[src/rtl/iecdrv_fastser_bridge.sv]
// iecdrv_fastser_bridge
// Bridges the drive's 8520 serial port (SP/CNT) onto the IEC bus SRQ/DATA
// lines for fast-serial (burst) transfers.
//   RX: bus SRQ/DATA -> 2-flop sync -> ce-based deglitch -> cia_cnt_in/cia_sp_in
//   TX: cia_cnt_out/cia_sp_out -> registered -> iec_srq_out/iec_data_out
// A 3-bit bit counter reports byte boundaries; stalled receive bytes are
// abandoned after TIMEOUT ce ticks. Direction changes pass through a
// turnaround state with both bus lines released for TURN_LEN ce ticks.
// Ports:
//   clk, reset (async, active-high), ce (phi2 strobe), dir_out (1 = transmit)
//   cia_sp_out, cia_cnt_out -> CIA outputs;  cia_sp_in, cia_cnt_in -> CIA inputs
//   iec_srq_in, iec_data_in -> async bus levels; iec_srq_out, iec_data_out
//   (1 = released); rx_byte, tx_byte, rx_err pulses; busy level
//
// state      | meaning
// ST_RX      | drive receives, bus lines mirrored into the CIA
// ST_TURN_TX | switching to transmit, everything released
// ST_TX      | drive transmits, CIA outputs drive the bus
// ST_TURN_RX | switching to receive, everything released
module iecdrv_fastser_bridge #(
   parameter int FILTER_LEN = 3,
   parameter int TIMEOUT    = 255,
   parameter int TURN_LEN   = 4
) (
   input  logic clk,
   input  logic reset,
   input  logic ce,
   input  logic dir_out,
   input  logic cia_sp_out,
   input  logic cia_cnt_out,
   output logic cia_sp_in,
   output logic cia_cnt_in,
   input  logic iec_srq_in,
   input  logic iec_data_in,
   output logic iec_srq_out,
   output logic iec_data_out,
   output logic rx_byte,
   output logic tx_byte,
   output logic rx_err,
   output logic busy
);

   typedef enum logic [1:0] {ST_RX, ST_TURN_TX, ST_TX, ST_TURN_RX} state_t;

   localparam logic [3:0]  FL_M1 = 4'(FILTER_LEN - 1);
   localparam logic [15:0] TO_M1 = 16'(TIMEOUT - 1);
   localparam logic [7:0]  TL_M1 = 8'(TURN_LEN - 1);

   logic       r_srq_s1, r_srq_s2, r_data_s1, r_data_s2;
   logic [3:0] r_srq_fcnt, r_data_fcnt;
   logic       r_srq_filt, r_data_filt, r_srq_filt_d;

   state_t      r_state;
   logic [2:0]  r_bitcnt;
   logic [15:0] r_timer;
   logic [7:0]  r_turn;
   logic        r_cnt_out_d;
   logic        r_cia_sp_in, r_cia_cnt_in, r_iec_srq_out, r_iec_data_out;
   logic        r_rx_byte, r_tx_byte, r_rx_err, r_busy;

   state_t     w_state_nxt;
   logic [2:0] w_bitcnt_nxt;
   logic       w_rx_wrap, w_tx_wrap, w_rx_to;
   logic       w_srq_rise, w_cnt_rise, w_timeout, w_turn_done;

   // Synchronisers and deglitch filters; idle bus level is released (1).
   always_ff @(posedge clk or posedge reset) begin
      if (reset) begin
         r_srq_s1     <= 1'b1;
         r_srq_s2     <= 1'b1;
         r_data_s1    <= 1'b1;
         r_data_s2    <= 1'b1;
         r_srq_fcnt   <= '0;
         r_data_fcnt  <= '0;
         r_srq_filt   <= 1'b1;
         r_data_filt  <= 1'b1;
         r_srq_filt_d <= 1'b1;
      end else begin
         r_srq_s1     <= iec_srq_in;
         r_srq_s2     <= r_srq_s1;
         r_data_s1    <= iec_data_in;
         r_data_s2    <= r_data_s1;
         r_srq_filt_d <= r_srq_filt;
         if (ce) begin
            if (r_srq_s2 == r_srq_filt) begin
               r_srq_fcnt <= '0;
            end else if (r_srq_fcnt == FL_M1) begin
               r_srq_filt <= r_srq_s2;
               r_srq_fcnt <= '0;
            end else begin
               r_srq_fcnt <= r_srq_fcnt + 4'd1;
            end
            if (r_data_s2 == r_data_filt) begin
               r_data_fcnt <= '0;
            end else if (r_data_fcnt == FL_M1) begin
               r_data_filt <= r_data_s2;
               r_data_fcnt <= '0;
            end else begin
               r_data_fcnt <= r_data_fcnt + 4'd1;
            end
         end
      end
   end

   assign w_srq_rise  = r_srq_filt & ~r_srq_filt_d;
   assign w_cnt_rise  = cia_cnt_out & ~r_cnt_out_d;
   assign w_timeout   = ce && (r_timer == TO_M1);
   assign w_turn_done = ce && (r_turn == TL_M1);

   // Next state and bit count. Priority: direction change, then edge, then
   // timeout -- so a wrap or timeout coinciding with a turnaround is dropped.
   always_comb begin
      w_state_nxt  = r_state;
      w_bitcnt_nxt = r_bitcnt;
      w_rx_wrap    = 1'b0;
      w_tx_wrap    = 1'b0;
      w_rx_to      = 1'b0;
      case (r_state)
         ST_RX: begin
            if (dir_out) begin
               w_state_nxt  = ST_TURN_TX;
               w_bitcnt_nxt = '0;
            end else if (w_srq_rise) begin
               w_bitcnt_nxt = r_bitcnt + 3'd1;
               w_rx_wrap    = (r_bitcnt == 3'd7);
            end else if ((r_bitcnt != 3'd0) && w_timeout) begin
               w_bitcnt_nxt = '0;
               w_rx_to      = 1'b1;
            end
         end
         ST_TURN_TX: begin
            w_bitcnt_nxt = '0;
            if (!dir_out)         w_state_nxt = ST_TURN_RX;
            else if (w_turn_done) w_state_nxt = ST_TX;
         end
         ST_TX: begin
            if (!dir_out) begin
               w_state_nxt  = ST_TURN_RX;
               w_bitcnt_nxt = '0;
            end else if (w_cnt_rise) begin
               w_bitcnt_nxt = r_bitcnt + 3'd1;
               w_tx_wrap    = (r_bitcnt == 3'd7);
            end
         end
         ST_TURN_RX: begin
            w_bitcnt_nxt = '0;
            if (dir_out)          w_state_nxt = ST_TURN_TX;
            else if (w_turn_done) w_state_nxt = ST_RX;
         end
         default: begin
            w_state_nxt  = ST_RX;
            w_bitcnt_nxt = '0;
         end
      endcase
   end

   always_ff @(posedge clk or posedge reset) begin
      if (reset) begin
         r_state        <= ST_RX;
         r_bitcnt       <= '0;
         r_timer        <= '0;
         r_turn         <= '0;
         r_cnt_out_d    <= 1'b1;
         r_cia_sp_in    <= 1'b1;
         r_cia_cnt_in   <= 1'b1;
         r_iec_srq_out  <= 1'b1;
         r_iec_data_out <= 1'b1;
         r_rx_byte      <= 1'b0;
         r_tx_byte      <= 1'b0;
         r_rx_err       <= 1'b0;
         r_busy         <= 1'b0;
      end else begin
         r_state     <= w_state_nxt;
         r_bitcnt    <= w_bitcnt_nxt;
         r_cnt_out_d <= cia_cnt_out;

         // Timer only runs mid-byte in RX; any edge, timeout or exit restarts it.
         if ((r_state != ST_RX) || (w_state_nxt != ST_RX) || w_srq_rise ||
             (r_bitcnt == 3'd0) || w_rx_to)
            r_timer <= '0;
         else if (ce)
            r_timer <= r_timer + 16'd1;

         // Any state change restarts the turnaround count, including a revert.
         if (w_state_nxt != r_state)
            r_turn <= '0;
         else if (((r_state == ST_TURN_TX) || (r_state == ST_TURN_RX)) && ce)
            r_turn <= r_turn + 8'd1;

         // Outputs follow the state being entered so turnaround releases at once.
         r_cia_cnt_in   <= (w_state_nxt == ST_RX) ? r_srq_filt  : 1'b1;
         r_cia_sp_in    <= (w_state_nxt == ST_RX) ? r_data_filt : 1'b1;
         r_iec_srq_out  <= (w_state_nxt == ST_TX) ? cia_cnt_out : 1'b1;
         r_iec_data_out <= (w_state_nxt == ST_TX) ? cia_sp_out  : 1'b1;
         r_rx_byte      <= w_rx_wrap;
         r_tx_byte      <= w_tx_wrap;
         r_rx_err       <= w_rx_to;
         r_busy         <= (w_bitcnt_nxt != 3'd0) ||
                           (w_state_nxt == ST_TURN_TX) || (w_state_nxt == ST_TURN_RX);
      end
   end

   assign cia_sp_in    = r_cia_sp_in;
   assign cia_cnt_in   = r_cia_cnt_in;
   assign iec_srq_out  = r_iec_srq_out;
   assign iec_data_out = r_iec_data_out;
   assign rx_byte      = r_rx_byte;
   assign tx_byte      = r_tx_byte;
   assign rx_err       = r_rx_err;
   assign busy         = r_busy;

endmodule
[config.mk]
export PLATFORM = sky130hd
export DESIGN_NAME = iecdrv_fastser_bridge
export DESIGN_NICKNAME = d
export VERILOG_FILES = /design/src/rtl/iecdrv_fastser_bridge.sv
export SDC_FILE = /design/constraint.sdc
export NUM_CORES = 1
export LEC_CHECK = 0
export BUFFER_PORTS_ARGS = -buffer_cell sky130_fd_sc_hd__buf_2
export CAP_MARGIN = 10
export CELL_PAD_IN_SITES_DETAIL_PLACEMENT = 0
export CELL_PAD_IN_SITES_GLOBAL_PLACEMENT = 1
export CORE_ASPECT_RATIO = 1.4
export CORE_MARGIN = 2
export CORE_UTILIZATION = 30
export DETAILED_ROUTE_END_ITERATION = 8
export PLACE_DENSITY = 0.54
export SYNTH_ARGS = -nofsm -noshare
export SYNTH_HDL_FRONTEND = slang
export SYNTH_SLANG_ARGS = --single-unit
[constraint.sdc]
create_clock -name clk -period 2 [get_ports clk]
set_clock_uncertainty 0.1 [all_clocks]
set_input_delay 0.2 -clock clk [delete_from_list [all_inputs] [get_ports clk]]
set_output_delay 0.2 -clock clk [all_outputs]
set_load 0.01 [all_outputs]
==> results of run 1 <==
## per-stage QoR
step                std cells   util
floorplan                 249      -
global placement          380  0.346
detailed placement        380  0.346
CTS                       393  0.368
global route              393  0.369
finish                    393  0.369
## cell type report
type	count	area (um^2)
flip-flops and latches	53	1340
fillers	890	5430
multi-input cells	174	1230
well taps	105	131
inverters	14	52.6
clock buffers	8	136
repair buffers	39	280
## where the power goes
part / leakage [nW] / total (mW) / internal [mW] / switching [mW]
logic: 0.540 / 0.414 / 0.199 / 0.215
registers: 0.680 / 1.29 / 1.20 / 0.0896
clock network: 0.0652 / 0.841 / 0.467 / 0.374
## routing by layer
metal | vias up | GRT usage
met4 | 0 | 0.0505
met1 | 898 | 0.143
li1 | 957 | -
met2 | 18 | 0.226
met3 | 8 | 0.0256
met5 | - | 0
## state kept, by name, summed over array words and instances, names as in the netlist, 2 cells and up
register / cells
r_bitcnt: 3
r_turn: 8
r_state: 2
r_timer: 16
r_data_fcnt: 4
r_srq_fcnt: 4
## layout by cell type (no fill, tap or decap), drive strengths merged, types with 8 or more instances in the layout
| master | count |
|---|---|
| buf | 34 |
| clkbuf | 8 |
| dfrtp | 41 |
| dfstp | 12 |
| ha | 10 |
| inv | 14 |
| nand2 | 12 |
| nor2 | 25 |
| xnor2 | 12 |
| xor2 | 8 |
## cells by family (layout without fill, tap and decap cells)
group	count (synthesis)	count (layout)	share of synthesized area
AOI/OAI and AO/OA	36	36	0.0979
xor gates and xnor gates	20	20	0.0726
adders and majority gates	10	10	0.0468
buffers and inverters	22	61	0.0393
DFF	53	53	0.502
muxes	6	6	0.0234
and+or+nand+nor	102	102	0.218
## worst max-delay path, stage by stage (launching register included)
cell      delay (ns)
dfrtp_2         0.49
xor2_4          0.28
o211ai_2        0.18
or4_1           0.53
a21oi_1         0.15
## worst paths after layout
check | startpoint | end | slack (ns) | cells after the start
setup / recovery | r_state[1] | r_turn[6] | 0.20 | 4
hold / removal | ce | r_timer[1] | 0.23 | 3
setup reg to reg | r_state[1] | r_turn[6] | 0.20 | 4
hold reg to reg | r_srq_s1 | r_srq_s2 | 0.26 | 0
max in group asynchronous | reset | iec_srq_out | 1.09 | 4
min in group asynchronous | reset | r_data_fcnt[2] | 0.41 | 4
## timing repair
item	4_1_cts	5_1_grt
buffers inserted	0	0
hold buffers	5	0
setup endpoints to repair	0	20
hold endpoints to repair	45	0
gates resized for setup	0	2
==> results.sh, run 1 <==
export IMPL_setup_ws_ns=0.200
export IMPL_synth_most_common_cell="dfrtp_1"
export IMPL_cts_inserted_buffers=5
export IMPL_worstSetupEndpointType="flop"
export IMPL_h_tree_depth=2
export IMPL_synthTopCellsByArea="dfrtp_1 38%, dfstp_2 12%, ha_1 4.7%"
export IMPL_worstSetupStartpointType="flop"
export IMPL_power_mw=2.54
export IMPL_setup_viol=0
export IMPL_first_pass_iters=4
export IMPL_port_buffers=15
export IMPL_yosys_warnings=0
export IMPL_crit_required_ns=2.12
export IMPL_grt_setup_unrepaired="false"
export IMPL_synthFlopType="dfrtp_1"
export IMPL_gp_congestion=0.715
export IMPL_die_y_um=116
export IMPL_worstHoldPathType="primary input to flop"
export IMPL_synth_avg_cell_area_um2=10.7
export IMPL_clkLatencyLatePin_ns=0.29
export IMPL_dieArea_um2=9690
export IMPL_synth_nets=267
export IMPL_synth_edf_count=0
export IMPL_grt_pass1_vias=1966
export IMPL_whs_ns=0.229
export IMPL_power_density_nw_per_um2=802
export IMPL_drt_antenna_violating_nets=0
export IMPL_synthDistinctLibCells=54
export IMPL_clockBufferDepth=2
export IMPL_synth_common_cells="41 x dfrtp_1, 25 x nor2_1, 14 x inv_1"
export IMPL_cts_root_buf="clkbuf_16"
export IMPL_core_area_um2=8610
export IMPL_cts_sinks=53
export IMPL_ios=16
export IMPL_placed_area_um2=2980
export IMPL_nets=305
export IMPL_wl_per_cell_um=13.8
export IMPL_drive_gt1_frac=0.236
export IMPL_slew_headroom=0.724
export IMPL_worstPathArrival_ns=1.92
export IMPL_final_hold_viol_count=0
export IMPL_hpwl_mm=3.88
export IMPL_drv_cap=0
export IMPL_drt_total_wl_mm=5.43
export IMPL_ir_drop_mv=0.387
export IMPL_wl_met3_um=114
export IMPL_ys_async_sr_fraction=1.00
export IMPL_period_needed_ns=1.80
export IMPL_drc=0
export IMPL_crit_type="flop to flop"
export IMPL_max_clock_freq_mhz=555
export IMPL_synth_top_area_cell="dfrtp_1"
export IMPL_wirelength_met1_mm=2.31
export IMPL_antenna_found_initial=0
export IMPL_synth_seq_area_share=0.502
export IMPL_die_w_um=83.8
export IMPL_leakage_nw=1.29
export IMPL_pre_cts_slack_ns=0.0864
export IMPL_grtUsageTotal=0.124
export IMPL_finalMaxSlewViolations=0
export IMPL_cts_tree="done"
export IMPL_clkTransAtPathRegs_ns=0.07
export IMPL_syn_inst=249
export IMPL_worstPathMaxFanout=9
export IMPL_finalCritPeriodShare=0.900
export IMPL_status="complete, no violations"
export IMPL_max_slew_worst_pin_slew_ns=0.415
export IMPL_final_area_um2=3170
export IMPL_wl_met2_mm=2.90
export IMPL_highest_layer="met4"
export IMPL_synth_area_um2=2670
export IMPL_rows=40
export IMPL_tns_ns=0
export IMPL_area_growth_syn_to_layout_pct=18.8
export IMPL_grt_max_degree=54
export IMPL_start_util=0.310
export IMPL_overflow=0
export IMPL_diodes=0
export IMPL_drtIter0Drc=76
export IMPL_yosys_area_top_type_share=0.384
export IMPL_vias=1881
export IMPL_grt_pass1_wl_mm=9.54
export IMPL_yosys_register_bits=53
export IMPL_routed_via_density=4.79
No activity file was read; power rests on OpenSTA's default activity.
==> inputs of run 2 (changes only) <==
--- a/config.mk
+++ b/config.mk
@@ -7,13 +7,11 @@
 export LEC_CHECK = 0
 export BUFFER_PORTS_ARGS = -buffer_cell sky130_fd_sc_hd__buf_2
 export CAP_MARGIN = 10
-export CELL_PAD_IN_SITES_DETAIL_PLACEMENT = 0
-export CELL_PAD_IN_SITES_GLOBAL_PLACEMENT = 1
 export CORE_ASPECT_RATIO = 1.4
 export CORE_MARGIN = 2
 export CORE_UTILIZATION = 30
 export DETAILED_ROUTE_END_ITERATION = 8
-export PLACE_DENSITY = 0.54
+export PLACE_DENSITY = 0.46
 export SYNTH_ARGS = -nofsm -noshare
 export SYNTH_HDL_FRONTEND = slang
 export SYNTH_SLANG_ARGS = --single-unit
==> results.sh, run 2 (same netlist as run 1, synthesis figures left out) <==
export IMPL_drtIter0Drc=54
export IMPL_worstPathArrival_ns=1.94
export IMPL_finalCritPeriodShare=0.913
export IMPL_setup_viol=0
export IMPL_slew_headroom=0.726
export IMPL_grt_pass1_vias=1953
export IMPL_start_util=0.310
export IMPL_layout_common_cells="41 x dfrtp_1, 25 x nor2_1, 15 x buf_2"
export IMPL_final_hold_viol_count=0
export IMPL_wirelength_met1_mm=2.43
export IMPL_largest_reg_flops=16
export IMPL_area_growth_syn_to_layout_pct=21.0
export IMPL_r2r_end="r_timer[15]"
export IMPL_cts_root_buf="clkbuf_16"
export IMPL_dieArea_um2=9690
export IMPL_cts_sinks=53
export IMPL_hpwl_mm=3.67
export IMPL_vias=1917
export IMPL_port_buffers=15
export IMPL_crit_path_end="r_timer[15]"
export IMPL_power_density_nw_per_um2=877
export IMPL_final_common_cell="dfrtp_1"
export IMPL_h_tree_depth=2
export IMPL_largest_registers="r_timer x16, r_turn x8"
export IMPL_max_slew_worst_pin_slew_ns=0.410
export IMPL_gp_congestion=0.759
export IMPL_clockBufferDepth=2
export IMPL_die_y_um=116
export IMPL_wl_met3_um=100
export IMPL_highest_layer="met4"
export IMPL_worstHoldPathType="primary input to flop"
export IMPL_clkTransAtPathRegs_ns=0.07
export IMPL_period_needed_ns=1.83
export IMPL_r2r_start="r_timer[2]"
export IMPL_worstSetupStartpointType="flop"
export IMPL_leakage_nw=1.30
export IMPL_ios=16
export IMPL_overflow=0
export IMPL_cts_inserted_buffers=5
export IMPL_grt_setup_unrepaired="false"
export IMPL_finalMaxSlewViolations=0
export IMPL_max_clock_freq_mhz=547
export IMPL_wl_met2_mm=2.52
export IMPL_antenna_found_initial=0
export IMPL_routed_via_density=4.92
export IMPL_pre_cts_slack_ns=0.0294
export IMPL_crit_type="flop to flop"
export IMPL_die_w_um=83.8
export IMPL_reg2reg_depth=5
export IMPL_core_area_um2=8610
export IMPL_nets=302
export IMPL_worstSetupEndpointType="flop"
export IMPL_clkLatencyLatePin_ns=0.29
export IMPL_regMostFlops="r_timer"
export IMPL_diodes=0
export IMPL_rows=40
export IMPL_cp_startpoint="r_timer[2]"
export IMPL_status="complete, no violations"
export IMPL_first_pass_iters=4
export IMPL_fill_cells=857
export IMPL_grt_max_degree=37
export IMPL_grt_pass1_wl_mm=9.02
export IMPL_crit_required_ns=2.11
export IMPL_wl_per_cell_um=13.2
export IMPL_r2r_slack_ns=0.17
export IMPL_worstPathMaxFanout=10
export IMPL_cts_tree="done"
export IMPL_drt_total_wl_mm=5.14
export IMPL_ir_drop_mv=0.394
export IMPL_drive_gt1_frac=0.235
export IMPL_tns_ns=0
export IMPL_grtUsageTotal=0.114
export IMPL_drv_cap=0
export IMPL_setup_ws_ns=0.173
export IMPL_drc=0
export IMPL_drt_antenna_violating_nets=0
run 2: cell count changes in the layout (fill, tap and decap cells not counted):
cell,before,now
inv_6,0,1
dfrtp_2,1,0
o41ai_2,1,0
buf_4,18,14
buf_12,1,2
bufinv_16,0,2
o41ai_4,0,1
dfrtp_1,40,41
clkbuf_1,3,0
run 2: through the flow:
| stage | area (um^2) | hold WS (ns) | total power, mW | util | std cells |
|---|---|---|---|---|---|
| after CTS | 3210 | 0.238 | 2.88 | 0.373 | 389 |
| after floorplan | 2670 | 0.104 | 1.63 | - | 249 |
| after detailed placement | 2960 | 0.123 | 1.74 | 0.344 | 376 |
| after global placement | 2960 | 0.123 | 1.73 | 0.344 | 376 |
| final | 3230 | 0.229 | 2.84 | 0.375 | 390 |
| after global routing | 3230 | 0.250 | 3.00 | 0.375 | 390 |
run 2: cell type report:
type	instances	area, um^2	share of cell area
multi-input cells	174	1240	0.384
clock inverters	3	68.8	0.0213
repair buffers	36	270	0.0836
clock buffers	5	125	0.0387
well taps	105	131	0.0407
flip-flops and latches	53	1340	0.415
inverters	14	52.6	0.0163
run 2: worst max-delay path, stage by stage (launching register included):
cell,delay [ns]
dfrtp_1,0.42
nand4_1,0.16
buf_4,0.20
nor3_1,0.34
or3b_1,0.39
a21oi_1,0.14
run 2: worst min-delay path by stage:
stage | to | startpoint | cells after the start
6_report | cia_cnt_in | dir_out | 3
3_3_place_gp | rx_err | reset | 2
4_1_cts | cia_cnt_in | dir_out | 3
5_1_grt | r_srq_filt | ce | 3
2_1_floorplan | r_cnt_out_d | cia_cnt_out | 0
3_5_place_dp | r_bitcnt[1] | reset | 2
run 2: metal layers:
metal,track usage,vias to the layer above
met4,0.0387,0
met3,0.0214,7
met2,0.202,20
met1,0.141,933
li1,-,957
met5,0,-
run 2: where the power goes:
group	switching, mW	internal (mW)	leakage (nW)
registers	0.0925	1.20	0.681
logic	0.223	0.208	0.528
clock network	0.389	0.722	0.0944
total	0.705	2.13	1.30
run 2: what timing repair did:
item	4_1_cts	5_1_grt
hold buffers	5	0
setup buffers	0	1
endpoints found under the setup margin	0	11
endpoints found under the hold margin	18	0
resized for setup	0	2
==> inputs of run 3 (changes only) <==
--- a/config.mk
+++ b/config.mk
@@ -7,11 +7,13 @@
 export LEC_CHECK = 0
 export BUFFER_PORTS_ARGS = -buffer_cell sky130_fd_sc_hd__buf_2
 export CAP_MARGIN = 10
+export CELL_PAD_IN_SITES_DETAIL_PLACEMENT = 2
+export CELL_PAD_IN_SITES_GLOBAL_PLACEMENT = 2
 export CORE_ASPECT_RATIO = 1.4
 export CORE_MARGIN = 2
 export CORE_UTILIZATION = 30
 export DETAILED_ROUTE_END_ITERATION = 8
-export PLACE_DENSITY = 0.46
+export PLACE_DENSITY = 0.63
 export SYNTH_ARGS = -nofsm -noshare
 export SYNTH_HDL_FRONTEND = slang
 export SYNTH_SLANG_ARGS = --single-unit
==> results.sh, run 3 (same netlist as run 1, synthesis figures left out) <==
export IMPL_status="complete, no violations"
export IMPL_overflow=0
export IMPL_max_clock_freq_mhz=532
export IMPL_die_w_um=83.8
export IMPL_cts_inserted_buffers=5
export IMPL_worstSetupEndpointType="flop"
export IMPL_ir_drop_mv=0.482
export IMPL_multi_input_area_um2=1250
export IMPL_worstPathArrival_ns=2.00
export IMPL_grt_max_degree=37
export IMPL_diodes=0
export IMPL_worstPathMaxFanout=8
export IMPL_rows=40
export IMPL_p_seq_frac=0.486
export IMPL_finalCritPeriodShare=0.941
export IMPL_drc=0
export IMPL_whs_ns=0.198
export IMPL_reg2reg_depth=5
export IMPL_grt_pass1_wl_mm=11.3
export IMPL_clkPwrFrac=0.346
export IMPL_antenna_found_initial=1
export IMPL_h_tree_depth=2
export IMPL_fill_cells=943
export IMPL_worstHoldPathType="primary input to flop"
export IMPL_r2r_start="r_state[1]"
export IMPL_regArea_um2=1340
export IMPL_drtIter0Drc=19
export IMPL_nets=303
export IMPL_power_density_nw_per_um2=831
export IMPL_grt_pass1_vias=2304
export IMPL_final_hold_viol_count=0
export IMPL_clkLatencyLatePin_ns=0.30
export IMPL_cts_root_buf="clkbuf_16"
export IMPL_first_pass_iters=4
export IMPL_area_growth_syn_to_layout_pct=20.2
export IMPL_final_common_cell="dfrtp_1"
export IMPL_core_area_um2=8610
export IMPL_worstSetupStartpointType="flop"
export IMPL_slew_headroom=0.714
export IMPL_max_slew_worst_pin_slew_ns=0.430
export IMPL_power_internal_mw=1.94
export IMPL_ios=16
export IMPL_clockBufferDepth=2
export IMPL_clkTransAtPathRegs_ns=0.07
export IMPL_comb_power_share=0.168
export IMPL_leakage_nw=1.29
export IMPL_regMostFlops="r_timer"
export IMPL_port_buffers=15
export IMPL_grtUsageTotal=0.150
export IMPL_layout_common_cells="41 x dfrtp_1, 25 x nor2_1, 15 x buf_2, 15 x buf_4, 13 x inv_1"
export IMPL_largest_reg_flops=16
export IMPL_drive_gt1_frac=0.238
export IMPL_largest_registers="r_timer x16, r_turn x8"
export IMPL_finalMaxSlewViolations=0
export IMPL_cts_sinks=53
export IMPL_hp_start="ce"
export IMPL_grt_setup_unrepaired="false"
export IMPL_cp_startpoint="r_state[1]"
export IMPL_hpwl_mm=4.79
export IMPL_drt_total_wl_mm=6.53
export IMPL_setup_viol=0
export IMPL_crit_type="flop to flop"
export IMPL_routed_via_density=5.10
export IMPL_tns_ns=0
export IMPL_drt_antenna_violating_nets=0
export IMPL_start_util=0.310
export IMPL_dieArea_um2=9690
export IMPL_switching_share=0.274
export IMPL_gp_congestion=0.725
export IMPL_vias=1994
export IMPL_min_path_cells=3
export IMPL_period_needed_ns=1.88
export IMPL_cts_tree="done"
export IMPL_wl_per_cell_um=16.7
export IMPL_drv_cap=0
export IMPL_switching_power_uw=730
export IMPL_crit_required_ns=2.12
export IMPL_die_y_um=116
-- run 3: stage by stage --
| stage | cell area (um^2) | power [mW] | util | worst slack, ns | std cells |
|---|---|---|---|---|---|
| final | 3210 | 2.67 | 0.373 | 0.119 | 391 |
| after global routing | 3210 | 2.82 | 0.373 | 0.0236 | 391 |
| after CTS | 3180 | 2.73 | 0.369 | 0.0598 | 390 |
| after detailed placement | 2970 | 1.76 | 0.345 | 0.00863 | 377 |
| after global placement | 2970 | 1.73 | 0.345 | 0.132 | 377 |
| after floorplan | 2670 | 1.63 | - | 0.186 | 249 |
-- run 3: area by class of cell --
| type | instances | area share |
|---|---|---|
| Tap cell | 105 | 0.0409 |
| Inverter | 14 | 0.0164 |
| Multi-Input combinational cell | 174 | 0.390 |
| Timing Repair Buffer | 37 | 0.0865 |
| Clock buffer | 7 | 0.0475 |
| Sequential cell | 53 | 0.418 |
| Clock inverter | 1 | 0.00156 |
-- run 3: worst max-delay path, cell delays in order, from the launching register on --
cell,delay [ns]
dfrtp_1,0.41
buf_4,0.18
xor2_4,0.26
o211ai_4,0.14
or4_1,0.54
a21oi_1,0.18
-- run 3: routing by layer --
metal	global-route usage	up-vias	share of wire
li1	-	947	-
met1	0.152	1017	0.37
met2	0.295	17	0.58
met3	0.0321	11	0.022
met4	0.0656	2	0.025
met5	0	-	0.0028
-- run 3: path summary, 6_finish.rpt --
| check | end | slack, ns |
|---|---|---|
| min in group asynchronous | r_data_fcnt[0] | 0.36 |
| max reg2reg | r_turn[6] | 0.12 |
| min reg2reg | r_srq_s2 | 0.26 |
| max in group asynchronous | r_srq_filt_d | 0.85 |
| max | r_turn[6] | 0.12 |
| min | r_srq_fcnt[0] | 0.20 |
-- run 3: power by group through the flow --
stage               clock network (mW)  logic (mW)  registers, mW
floorplan                            0       0.340           1.29
global placement                     0       0.426           1.30
detailed placement                   0       0.446           1.31
CTS                              0.969       0.461           1.30
global route                     0.989       0.517           1.31
finish                           0.923       0.449           1.30
-- run 3: what timing repair did --
| item | CTS | global route |
|---|---|---|
| pin swaps | 1 | 1 |
| buffers inserted | 0 | 1 |
| gates resized for setup | 0 | 3 |
| setup endpoints to repair | 4 | 5 |
| endpoints found under the hold margin | 18 | 0 |
| hold buffers | 5 | 0 |
